### config.mk
export PLATFORM = sky130hd
export DESIGN_NAME = instr_ram_arbiter_flat
export DESIGN_NICKNAME = d
export VERILOG_FILES = /design/src/rtl/instr_ram_pkg.sv /design/src/rtl/instr_ram_arbiter_if.sv /design/src/rtl/instr_ram_arbiter_rsp_slot.sv /design/src/rtl/instr_ram_arbiter.sv /design/src/flat_wrapper.sv
export SDC_FILE = /design/constraint.sdc
export NUM_CORES = 1
export LEC_CHECK = 0
export BUFFER_PORTS_ARGS = -buffer_cell sky130_fd_sc_hd__clkbuf_2
export CORE_AREA = 2 2 107 109
export CTS_BUF_LIST = sky130_fd_sc_hd__clkbuf_16
export CTS_CLUSTER_SIZE = 24
export DETAILED_ROUTE_END_ITERATION = 10
export DIE_AREA = 0 0 109 111
export PLACE_DENSITY = 0.79
export SLEW_MARGIN = 5
export SYNTH_ARGS = -nofsm -noshare
export SYNTH_HDL_FRONTEND = slang
export SYNTH_SLANG_ARGS = --single-unit
### constraint.sdc
create_clock -name clk -period 2.76 [get_ports clk]
set_clock_uncertainty 0.05 [all_clocks]
set_input_delay 0.276 -clock clk [delete_from_list [all_inputs] [get_ports clk]]
set_output_delay 0.276 -clock clk [all_outputs]
set_load 0.01 [all_outputs]
### src/rtl/instr_ram_pkg.sv
// Shared defaults and types for the instruction RAM arbiter.
package instr_ram_pkg;
    localparam int ADDR_W_DEF     = 32;
    localparam int DATA_W_DEF     = 32;
    localparam int STARVE_MAX_DEF = 4;
    localparam int STARVE_CNT_W   = 8;

    typedef enum logic [1:0] {
        GRANT_NONE   = 2'd0,
        GRANT_FETCH  = 2'd1,
        GRANT_LOADER = 2'd2
    } grant_e;
endpackage

### src/rtl/instr_ram_arbiter_if.sv
// Fetch port, loader port and RAM-side signals of the instruction RAM arbiter.
interface instr_ram_arbiter_if import instr_ram_pkg::*; #(
    parameter int ADDR_W = ADDR_W_DEF,
    parameter int DATA_W = DATA_W_DEF
);
    // A transfer happens on a rising edge where valid and ready are both 1;
    // valid never waits for ready, and a held response keeps its data stable.
    logic                    f_req_valid;
    logic [ADDR_W-1:0]       f_req_addr;
    logic                    f_req_ready;
    logic                    f_rsp_valid;
    logic [DATA_W-1:0]       f_rsp_rdata;
    logic                    f_rsp_ready;
    logic                    l_req_valid;
    logic                    l_req_we;
    logic [ADDR_W-1:0]       l_req_addr;
    logic [DATA_W-1:0]       l_req_wdata;
    logic                    l_req_ready;
    logic                    l_rsp_valid;
    logic [DATA_W-1:0]       l_rsp_rdata;
    logic                    l_rsp_ready;
    logic                    ram_we;
    logic [ADDR_W-1:0]       ram_address;
    logic [DATA_W-1:0]       ram_wdata;
    logic [DATA_W-1:0]       ram_rdata;
    logic [STARVE_CNT_W-1:0] starve_cnt;

    modport slave (
        input  f_req_valid, f_req_addr, f_rsp_ready,
        input  l_req_valid, l_req_we, l_req_addr, l_req_wdata, l_rsp_ready,
        input  ram_rdata,
        output f_req_ready, f_rsp_valid, f_rsp_rdata,
        output l_req_ready, l_rsp_valid, l_rsp_rdata,
        output ram_we, ram_address, ram_wdata, starve_cnt
    );

    modport master (
        output f_req_valid, f_req_addr, f_rsp_ready,
        output l_req_valid, l_req_we, l_req_addr, l_req_wdata, l_rsp_ready,
        output ram_rdata,
        input  f_req_ready, f_rsp_valid, f_rsp_rdata,
        input  l_req_ready, l_rsp_valid, l_rsp_rdata,
        input  ram_we, ram_address, ram_wdata, starve_cnt
    );
endinterface

### src/rtl/instr_ram_arbiter_rsp_slot.sv
// One-entry response register: load wins over consume so a same-cycle
// consume and new grant refills the slot without a bubble.
module rsp_slot #(
    parameter int DATA_W = 32
) (
    input  logic              clk,
    input  logic              rst_n,
    input  logic              load,
    input  logic [DATA_W-1:0] load_data,
    input  logic              rsp_ready,
    output logic              rsp_valid,
    output logic [DATA_W-1:0] rsp_rdata
);
    always_ff @(posedge clk or negedge rst_n) begin
        if (!rst_n) begin
            rsp_valid <= 1'b0;
            rsp_rdata <= '0;
        end else if (load) begin
            rsp_valid <= 1'b1;
            rsp_rdata <= load_data;
        end else if (rsp_ready) begin
            rsp_valid <= 1'b0;
        end
    end
endmodule

### src/rtl/instr_ram_arbiter.sv
// Arbitrates fetch and loader access to a single-port instruction RAM,
// loader first, with a starvation limit that forces a fetch grant.
module instr_ram_arbiter import instr_ram_pkg::*; #(
    parameter int ADDR_W     = ADDR_W_DEF,
    parameter int DATA_W     = DATA_W_DEF,
    parameter int STARVE_MAX = STARVE_MAX_DEF
) (
    input logic                clk,
    input logic                rst_n,
    instr_ram_arbiter_if.slave bus
);
    localparam logic [STARVE_CNT_W-1:0] STARVE_LIMIT = STARVE_CNT_W'(STARVE_MAX);

    logic [STARVE_CNT_W-1:0] starve_cnt;
    logic                    f_eligible;
    logic                    l_eligible;
    grant_e                  grant;
    logic [ADDR_W-1:0]       addr_sel;
    logic [DATA_W-1:0]       wdata_sel;
    logic [DATA_W-1:0]       l_load_data;
    logic                    f_rsp_valid;
    logic                    l_rsp_valid;
    logic [DATA_W-1:0]       f_rsp_rdata;
    logic [DATA_W-1:0]       l_rsp_rdata;

    // Gating with rst_n keeps ready and ram_we low for the whole reset window.
    always_comb begin
        f_eligible = rst_n && bus.f_req_valid && (!f_rsp_valid || bus.f_rsp_ready);
        l_eligible = rst_n && bus.l_req_valid && (!l_rsp_valid || bus.l_rsp_ready);
        grant      = GRANT_NONE;
        if (l_eligible && !(f_eligible && starve_cnt == STARVE_LIMIT)) begin
            grant = GRANT_LOADER;
        end else if (f_eligible) begin
            grant = GRANT_FETCH;
        end
    end

    always_comb begin
        addr_sel    = bus.f_req_addr;
        wdata_sel   = '0;
        if (grant == GRANT_LOADER) begin
            addr_sel  = bus.l_req_addr;
            wdata_sel = bus.l_req_wdata;
        end
        l_load_data = bus.l_req_we ? '0 : bus.ram_rdata;
    end

    always_ff @(posedge clk or negedge rst_n) begin
        if (!rst_n) begin
            starve_cnt <= '0;
        end else if (!bus.f_req_valid || grant == GRANT_FETCH) begin
            starve_cnt <= '0;
        end else if (grant == GRANT_LOADER && f_eligible && starve_cnt != STARVE_LIMIT) begin
            starve_cnt <= starve_cnt + 1'b1;
        end
    end

    rsp_slot #(.DATA_W(DATA_W)) u_f_slot (
        .clk       (clk),
        .rst_n     (rst_n),
        .load      (grant == GRANT_FETCH),
        .load_data (bus.ram_rdata),
        .rsp_ready (bus.f_rsp_ready),
        .rsp_valid (f_rsp_valid),
        .rsp_rdata (f_rsp_rdata)
    );

    rsp_slot #(.DATA_W(DATA_W)) u_l_slot (
        .clk       (clk),
        .rst_n     (rst_n),
        .load      (grant == GRANT_LOADER),
        .load_data (l_load_data),
        .rsp_ready (bus.l_rsp_ready),
        .rsp_valid (l_rsp_valid),
        .rsp_rdata (l_rsp_rdata)
    );

    assign bus.f_req_ready = (grant == GRANT_FETCH);
    assign bus.l_req_ready = (grant == GRANT_LOADER);
    assign bus.f_rsp_valid = f_rsp_valid;
    assign bus.f_rsp_rdata = f_rsp_rdata;
    assign bus.l_rsp_valid = l_rsp_valid;
    assign bus.l_rsp_rdata = l_rsp_rdata;
    assign bus.ram_we      = (grant == GRANT_LOADER) && bus.l_req_we;
    assign bus.ram_address = addr_sel;
    assign bus.ram_wdata   = wdata_sel;
    assign bus.starve_cnt  = starve_cnt;
endmodule
### src/flat_wrapper.sv
// flat-port wrapper written by rule: the top's interface ports become plain ports
module instr_ram_arbiter_flat import instr_ram_pkg::*;
#(
    parameter int ADDR_W     = ADDR_W_DEF,
    parameter int DATA_W     = DATA_W_DEF,
    parameter int STARVE_MAX = STARVE_MAX_DEF
)
  (clk, rst_n, bus_f_req_valid, bus_f_req_addr, bus_f_rsp_ready, bus_l_req_valid, bus_l_req_we, bus_l_req_addr, bus_l_req_wdata, bus_l_rsp_ready, bus_ram_rdata, bus_f_req_ready, bus_f_rsp_valid, bus_f_rsp_rdata, bus_l_req_ready, bus_l_rsp_valid, bus_l_rsp_rdata, bus_ram_we, bus_ram_address, bus_ram_wdata, bus_starve_cnt);
  instr_ram_arbiter_if #(.ADDR_W(ADDR_W), .DATA_W(DATA_W)) bus_i ();
  input logic clk;
  input logic rst_n;
  input wire logic [$bits(bus_i.f_req_valid)-1:0] bus_f_req_valid;
  input wire logic [$bits(bus_i.f_req_addr)-1:0] bus_f_req_addr;
  input wire logic [$bits(bus_i.f_rsp_ready)-1:0] bus_f_rsp_ready;
  input wire logic [$bits(bus_i.l_req_valid)-1:0] bus_l_req_valid;
  input wire logic [$bits(bus_i.l_req_we)-1:0] bus_l_req_we;
  input wire logic [$bits(bus_i.l_req_addr)-1:0] bus_l_req_addr;
  input wire logic [$bits(bus_i.l_req_wdata)-1:0] bus_l_req_wdata;
  input wire logic [$bits(bus_i.l_rsp_ready)-1:0] bus_l_rsp_ready;
  input wire logic [$bits(bus_i.ram_rdata)-1:0] bus_ram_rdata;
  output wire logic [$bits(bus_i.f_req_ready)-1:0] bus_f_req_ready;
  output wire logic [$bits(bus_i.f_rsp_valid)-1:0] bus_f_rsp_valid;
  output wire logic [$bits(bus_i.f_rsp_rdata)-1:0] bus_f_rsp_rdata;
  output wire logic [$bits(bus_i.l_req_ready)-1:0] bus_l_req_ready;
  output wire logic [$bits(bus_i.l_rsp_valid)-1:0] bus_l_rsp_valid;
  output wire logic [$bits(bus_i.l_rsp_rdata)-1:0] bus_l_rsp_rdata;
  output wire logic [$bits(bus_i.ram_we)-1:0] bus_ram_we;
  output wire logic [$bits(bus_i.ram_address)-1:0] bus_ram_address;
  output wire logic [$bits(bus_i.ram_wdata)-1:0] bus_ram_wdata;
  output wire logic [$bits(bus_i.starve_cnt)-1:0] bus_starve_cnt;
  assign bus_i.f_req_valid = bus_f_req_valid;
  assign bus_i.f_req_addr = bus_f_req_addr;
  assign bus_i.f_rsp_ready = bus_f_rsp_ready;
  assign bus_i.l_req_valid = bus_l_req_valid;
  assign bus_i.l_req_we = bus_l_req_we;
  assign bus_i.l_req_addr = bus_l_req_addr;
  assign bus_i.l_req_wdata = bus_l_req_wdata;
  assign bus_i.l_rsp_ready = bus_l_rsp_ready;
  assign bus_i.ram_rdata = bus_ram_rdata;
  assign bus_f_req_ready = bus_i.f_req_ready;
  assign bus_f_rsp_valid = bus_i.f_rsp_valid;
  assign bus_f_rsp_rdata = bus_i.f_rsp_rdata;
  assign bus_l_req_ready = bus_i.l_req_ready;
  assign bus_l_rsp_valid = bus_i.l_rsp_valid;
  assign bus_l_rsp_rdata = bus_i.l_rsp_rdata;
  assign bus_ram_we = bus_i.ram_we;
  assign bus_ram_address = bus_i.ram_address;
  assign bus_ram_wdata = bus_i.ram_wdata;
  assign bus_starve_cnt = bus_i.starve_cnt;
  instr_ram_arbiter #(.ADDR_W(ADDR_W), .DATA_W(DATA_W), .STARVE_MAX(STARVE_MAX)) u_core (.clk(clk), .rst_n(rst_n), .bus(bus_i));
endmodule
==> flow_metrics.env, run 1 <==
export IMPL_fmax_mhz=377
export IMPL_crit_path_end_kind="primary output"
export IMPL_vdd_drop_max_v=0.000318
export IMPL_hold_viol=0
export IMPL_post_cts_buffers=0
export IMPL_die_x_um=109
export IMPL_pwr_share_clk_pct=31.2
export IMPL_drv_cap=0
export IMPL_vias_per_cell=4.73
export IMPL_syn_area_mm2=0.00397
export IMPL_ys_warn_count=0
export IMPL_synth_largest_area_cell="dfrtp_1"
export IMPL_path_class="flop to primary output"
export IMPL_drive_gt1_share_pct=68.0
export IMPL_dp_hpwl_um=9190
export IMPL_place_gp_congestion=0.916
export IMPL_status="finished clean"
export IMPL_seq_area_mm2=0.00185
export IMPL_clockBufferDepth=2
export IMPL_grt_pass1_vias=3518
export IMPL_place_ws_ns=0.363
export IMPL_cts_tree="done"
export IMPL_pin_count=276
export IMPL_ant_nets=0
export IMPL_final_common_cell="clkbuf_2"
export IMPL_post_dp_cell_area_mm2=0.00546
export IMPL_setup_slack_ns=0.105
export IMPL_setup_tns_ns=0
export IMPL_path_max_fanout=21
export IMPL_row_count=39
export IMPL_power_uw=3360
export IMPL_synth_area_leaders="dfrtp_1 47%, mux2_2 19%, mux2_4 11%"
export IMPL_start_util_pct=35.8
export IMPL_p_leak_uw=0.00311
export IMPL_fillCellCount=995
export IMPL_htree_levels=3
export IMPL_slew_limit_headroom_pct=42.3
export IMPL_mostFrequentLayoutCells="274 x clkbuf_2, 73 x dfrtp_1, 68 x mux2_2"
export IMPL_dieArea_mm2=0.0121
export IMPL_avgSynthCellArea_um2=12.8
export IMPL_drtIter0Drc=150
export IMPL_setup_viol=0
export IMPL_area_delta_synth_final_pct=45.4
export IMPL_grtUsageTotal_pct=18.9
export IMPL_synth_seq_cells=74
export IMPL_drc=0
export IMPL_cts_root_buffer="clkbuf_16"
export IMPL_io_buffers=275
export IMPL_antenna_found_initial=0
export IMPL_startpoint_type="flop"
export IMPL_numCtsBuffers=9
export IMPL_crit_arrival_ns=2.33
export IMPL_grt_max_degree=85
export IMPL_final_max_slew_viol_count=0
export IMPL_synth_edf_count=0
export IMPL_wl_per_cell_um=16.4
export IMPL_fp_dieH_um=111
export IMPL_p_int_uw=2380
export IMPL_vias=3474
export IMPL_ys_flop_type="dfrtp_1"
export IMPL_worst_slew_pin_transition_ns=0.866
export IMPL_clock_sinks=74
export IMPL_syn_inst=309
export IMPL_nets=723
export IMPL_clk_pin_slew_worst_paths_ns=0.06
export IMPL_hp_class="input port to flop"
export IMPL_powerDensity_mw_per_mm2=581
export IMPL_rsz0062_at_grt="false"
export IMPL_final_util_pct=52.1
export IMPL_multi_input_area_mm2=0.00198
export IMPL_pwr_share_seq_pct=41.2
export IMPL_fin_crit_sh_pct=96.2
export IMPL_yosysSeqAreaShare_pct=46.6
export IMPL_dr_pass1_iters=4
export IMPL_grt_overflow=0
export IMPL_antenna_cells=0
export IMPL_worstPathRequired_ns=2.43
export IMPL_ys_types=37
export IMPL_p_switching_uw=979
export IMPL_insertion_delay_ns=0.32
export IMPL_routed_wl_um=12100
export IMPL_netlist_area_leader_share_pct=46.6
export IMPL_swShare_pct=29.2
export IMPL_grt_pass1_wl_um=18000
export IMPL_synthesis_nets=446
export IMPL_finalInstanceArea_mm2=0.00577
export IMPL_core_region_area_mm2=0.0111
export IMPL_postSynth_asyncResetShare_pct=100
export IMPL_min_period_ns=2.65
export IMPL_combPwrFrac_pct=27.6
## repair_timing
item	CTS	global route
endpoints found under the setup margin	0	33
hold endpoints to repair	5	0
resized for setup	0	2
hold buffers	1	0
## area by class of cell
type                       instances  share of cell area (%)
inverter                           4                   0.260
multi-input combinational        214                    34.3
clock inverter                     7                   0.759
tap                              143                    3.10
clock buffer                       9                    3.90
timing repair buffer             283                    25.6
sequential                        74                    32.1
## metal layers
layer	share of wire (%)	wire length, um	global-route usage [%]
met1	43	5200	25.1
met2	49	5880	31.0
met3	7.8	936	5.70
met4	0.40	48	2.31
met5	0	0	0
## cells by family after synthesis
| group | count (synthesis) | share of synthesized area (%) |
|---|---|---|
| adder cells (fa/ha/maj) | 2 | 0.630 |
| multiplexers | 96 | 29.9 |
| buffers and inverters | 21 | 3.62 |
| AND/OR/NAND/NOR | 104 | 16.5 |
| AO/OA/AOI/OAI | 12 | 2.74 |
| flip-flops | 74 | 46.6 |
## path summary, 6_finish.rpt
path | depth (start not counted) | endpoint | slack (ns) | startpoint
max | 7 | bus_ram_address[5] | 0.11 | u_core.bus.starve_cnt[0]
min | 2 | u_core.u_f_slot.rsp_rdata[30] | 0.15 | bus_ram_rdata[30]
max reg2reg | 7 | u_core.u_l_slot.rsp_rdata[13] | 0.35 | u_core.bus.starve_cnt[0]
min reg2reg | 1 | u_core.u_l_slot.rsp_rdata[6] | 0.46 | u_core.u_l_slot.rsp_rdata[6]
max in group asynchronous | 2 | u_core.bus.starve_cnt[1] | 1.86 | rst_n
min in group asynchronous | 2 | u_core.u_f_slot.rsp_rdata[31] | 0.20 | rst_n
## Yosys cell counts (2+ instances only)
master    instances
nor3_1            4
a21boi_0          2
buf_12            3
o21ai_0           2
and4_1            2
nor2b_1          33
nand2b_1          3
mux2_2           68
buf_2             7
and2_1           33
inv_1             4
clkbuf_1          6
nor4_1            3
ha_1              2
mux2_4           28
dfrtp_1          74
nand3_1           6
nand2_1           8
nor2_1            3
## power by group through the flow
| stage | clock network (uW) | registers [uW] | logic, uW |
|---|---|---|---|
| after floorplan | 0 | 1470 | 409 |
| after global placement | 0 | 1390 | 909 |
| after detailed placement | 0 | 1400 | 929 |
| after CTS | 1080 | 1380 | 934 |
| after global routing | 1140 | 1410 | 1000 |
| final | 1050 | 1380 | 927 |
## sequential cells by signal (all words and copies together) (netlist names)
name and flops:
u_core.u_l_slot.rsp_valid 1, u_core.u_f_slot.rsp_valid 1, u_core.u_f_slot.rsp_rdata 32, u_core.bus.starve_cnt 8, u_core.u_l_slot.rsp_rdata 32
## critical path, stage by stage (launching register included)
cell,delay (ns)
dfrtp_1,0.45
inv_1,0.07
ha_1,0.19
and3b_1,0.24
a31oi_4,0.28
clkbuf_16,0.26
mux2_2,0.37
clkbuf_2,0.14
## stage by stage
step	hold slack, ns	cells
floorplan	-0.0696	309
global placement	0.0676	715
detailed placement	0.0658	715
CTS	0.138	732
global route	0.140	734
finish	0.146	734
(Power assumes the default switching activity.)
==> run 2, diff against run 1 <==
--- a/config.mk
+++ b/config.mk
@@ -12,6 +12,7 @@
 export DETAILED_ROUTE_END_ITERATION = 10
 export DIE_AREA = 0 0 109 111
 export PLACE_DENSITY = 0.79
+export RECOVER_POWER = 100
 export SLEW_MARGIN = 5
 export SYNTH_ARGS = -nofsm -noshare
 export SYNTH_HDL_FRONTEND = slang
==> run 2 against run 1 <==
Against the previous run: the flow now finishes with violations (capacitance limit, slew limit); cell count did not move; sequential share of layout area rose by 1.5 points; flip-flop and latch count did not move; power fell by 4.0%; core utilization fell by 2.3 points; register-to-register slack got worse by 0.13 ns; critical path type unchanged; highest routed layer unchanged.
==> flow_metrics.env, run 2 (synthesis gave the netlist of run 1 again) <==
export IMPL_post_cts_buffers=0
export IMPL_final_common_cell="clkbuf_2"
export IMPL_r2r_end="u_core.u_l_slot.rsp_rdata[12]"
export IMPL_path_class="flop to primary output"
export IMPL_startpoint_type="flop"
export IMPL_swShare_pct=30.2
export IMPL_nets=723
export IMPL_final_max_slew_viol_count=70
export IMPL_fp_dieH_um=111
export IMPL_p_int_uw=2250
export IMPL_reg2regPathDepth=7
export IMPL_row_count=39
export IMPL_clockBufferDepth=2
export IMPL_min_period_ns=2.64
export IMPL_crit_path_end_kind="primary output"
export IMPL_dieArea_mm2=0.0121
export IMPL_reg2reg_from="u_core.bus.starve_cnt[0]"
export IMPL_status="complete, but fails checks"
export IMPL_ant_nets=0
export IMPL_grtUsageTotal_pct=18.9
export IMPL_worstPathRequired_ns=2.43
export IMPL_powerDensity_mw_per_mm2=583
export IMPL_insertion_delay_ns=0.32
export IMPL_hold_viol=0
export IMPL_drtIter0Drc=161
export IMPL_grt_pass1_vias=3518
export IMPL_violations="capacitance limit, slew limit"
export IMPL_place_gp_congestion=0.916
export IMPL_crit_arrival_ns=2.32
export IMPL_core_region_area_mm2=0.0111
export IMPL_min_from="bus_ram_rdata[22]"
export IMPL_antenna_found_initial=0
export IMPL_combPwrFrac_pct=24.6
export IMPL_area_delta_synth_final_pct=39.1
export IMPL_io_buffers=275
export IMPL_drc=0
export IMPL_pin_count=276
export IMPL_pwr_share_clk_pct=32.6
export IMPL_vdd_drop_max_v=0.000317
export IMPL_start_util_pct=35.8
export IMPL_reg_top3="u_core.u_f_slot.rsp_rdata x32, u_core.u_l_slot.rsp_rdata x32, u_core.bus.starve_cnt x8"
export IMPL_min_to="u_core.u_f_slot.rsp_rdata[22]"
export IMPL_dr_pass1_iters=4
export IMPL_drive_gt1_share_pct=44.3
export IMPL_holdWs_ns=0.130
export IMPL_hp_class="input port to flop"
export IMPL_p_switching_uw=974
export IMPL_antenna_cells=0
export IMPL_min_path_cells=2
export IMPL_mostFrequentLayoutCells="164 x clkbuf_2, 114 x clkbuf_1, 73 x dfrtp_1"
export IMPL_clk_pin_slew_worst_paths_ns=0.06
export IMPL_die_x_um=109
export IMPL_fin_crit_sh_pct=95.7
export IMPL_worst_slew_pin_transition_ns=1.71
export IMPL_grt_overflow=0
export IMPL_dp_hpwl_um=9190
export IMPL_r2r_slack_ns=0.22
export IMPL_cts_tree="done"
export IMPL_pwr_share_seq_pct=42.7
export IMPL_vias_per_cell=4.71
export IMPL_cts_root_buffer="clkbuf_16"
export IMPL_p_leak_uw=0.00261
export IMPL_routed_wl_um=12100
export IMPL_grt_max_degree=85
export IMPL_grt_pass1_wl_um=18000
export IMPL_path_max_fanout=21
export IMPL_rsz0062_at_grt="false"
export IMPL_wl_per_cell_um=16.5
export IMPL_setup_viol=0
export IMPL_fmax_mhz=378
export IMPL_vias=3454
export IMPL_htree_levels=3
export IMPL_slew_limit_headroom_pct=-14.3
export IMPL_numCtsBuffers=9
export IMPL_drv_cap=1
export IMPL_setup_tns_ns=0
export IMPL_dp_cells=715
export IMPL_fin_cells=734
export IMPL_clock_sinks=74
==> run 2: changes by cell type in the layout (fill, tap and decap cells not counted) <==
cell / delta
and2_0: +19
clkbuf_2: -110
mux2_4: -26
buf_4: -4
mux2_1: +26
and2_1: -19
clkbuf_1: +114
==> run 2: through the flow <==
stage / setup WS [ns] / total power (uW) / cell area (um2) / util (%)
final: 0.118 / 3220 / 5520 / 49.8
after global routing: 0.0133 / 3400 / 5520 / 49.8
after CTS: 0.00882 / 3400 / 5740 / 51.8
after detailed placement: 0.363 / 2330 / 5460 / 49.3
after global placement: 0.400 / 2300 / 5460 / 49.3
after floorplan: 0.603 / 1880 / 3970 / -
==> run 2: per-layer routing <==
| metal | GRT usage [%] | up-vias | part of all wire, % |
|---|---|---|---|
| li1 | - | 1630 | - |
| met1 | 25.1 | 1664 | 43 |
| met2 | 31.0 | 151 | 48 |
| met3 | 5.70 | 9 | 8.2 |
| met4 | 2.31 | 0 | 0.48 |
| met5 | 0 | - | 0 |
==> run 2: critical path, cell delays in order (launching register included) <==
cell and delay (ns):
dfrtp_1 0.44, inv_1 0.08, ha_1 0.19, and3b_1 0.24
a31oi_4 0.27, clkbuf_16 0.26, mux2_2 0.37, clkbuf_2 0.14
==> run 2: timing repair <==
item	4_1_cts	5_1_grt
setup endpoints to repair	0	33
hold endpoints to repair	5	0
hold buffers	1	0
gates resized for setup	0	2
==> run 2: worst max-delay path by stage <==
| stage | from | end | slack (ns) | depth (start not counted) |
|---|---|---|---|---|
| after detailed placement | u_core.bus.starve_cnt[0] | bus_ram_address[4] | 0.36 | 7 |
| after CTS | u_core.bus.starve_cnt[0] | bus_ram_address[4] | 0.009 | 7 |
| final | u_core.bus.starve_cnt[0] | bus_ram_address[5] | 0.12 | 7 |
| after global placement | u_core.bus.starve_cnt[0] | bus_ram_address[4] | 0.40 | 7 |
| after global routing | u_core.bus.starve_cnt[0] | bus_ram_address[3] | 0.01 | 7 |
| after floorplan | u_core.bus.starve_cnt[0] | bus_ram_wdata[12] | 0.60 | 7 |
==> run 2: power by group through the flow <==
| stage | clock, uW | sequential (uW) | combinational [uW] |
|---|---|---|---|
| after floorplan | 0 | 1470 | 409 |
| after global placement | 0 | 1390 | 909 |
| after detailed placement | 0 | 1400 | 929 |
| after CTS | 1080 | 1380 | 934 |
| after global routing | 1140 | 1400 | 865 |
| final | 1050 | 1380 | 794 |
==> run 2: cell type report <==
class	instances	area, um2
clock inverter	7	43.8
clock buffer	9	225
tap	143	179
multi-input combinational	214	1880
sequential	74	1850
timing repair buffer	283	1330
fill	1083	5560
inverter	4	15.0
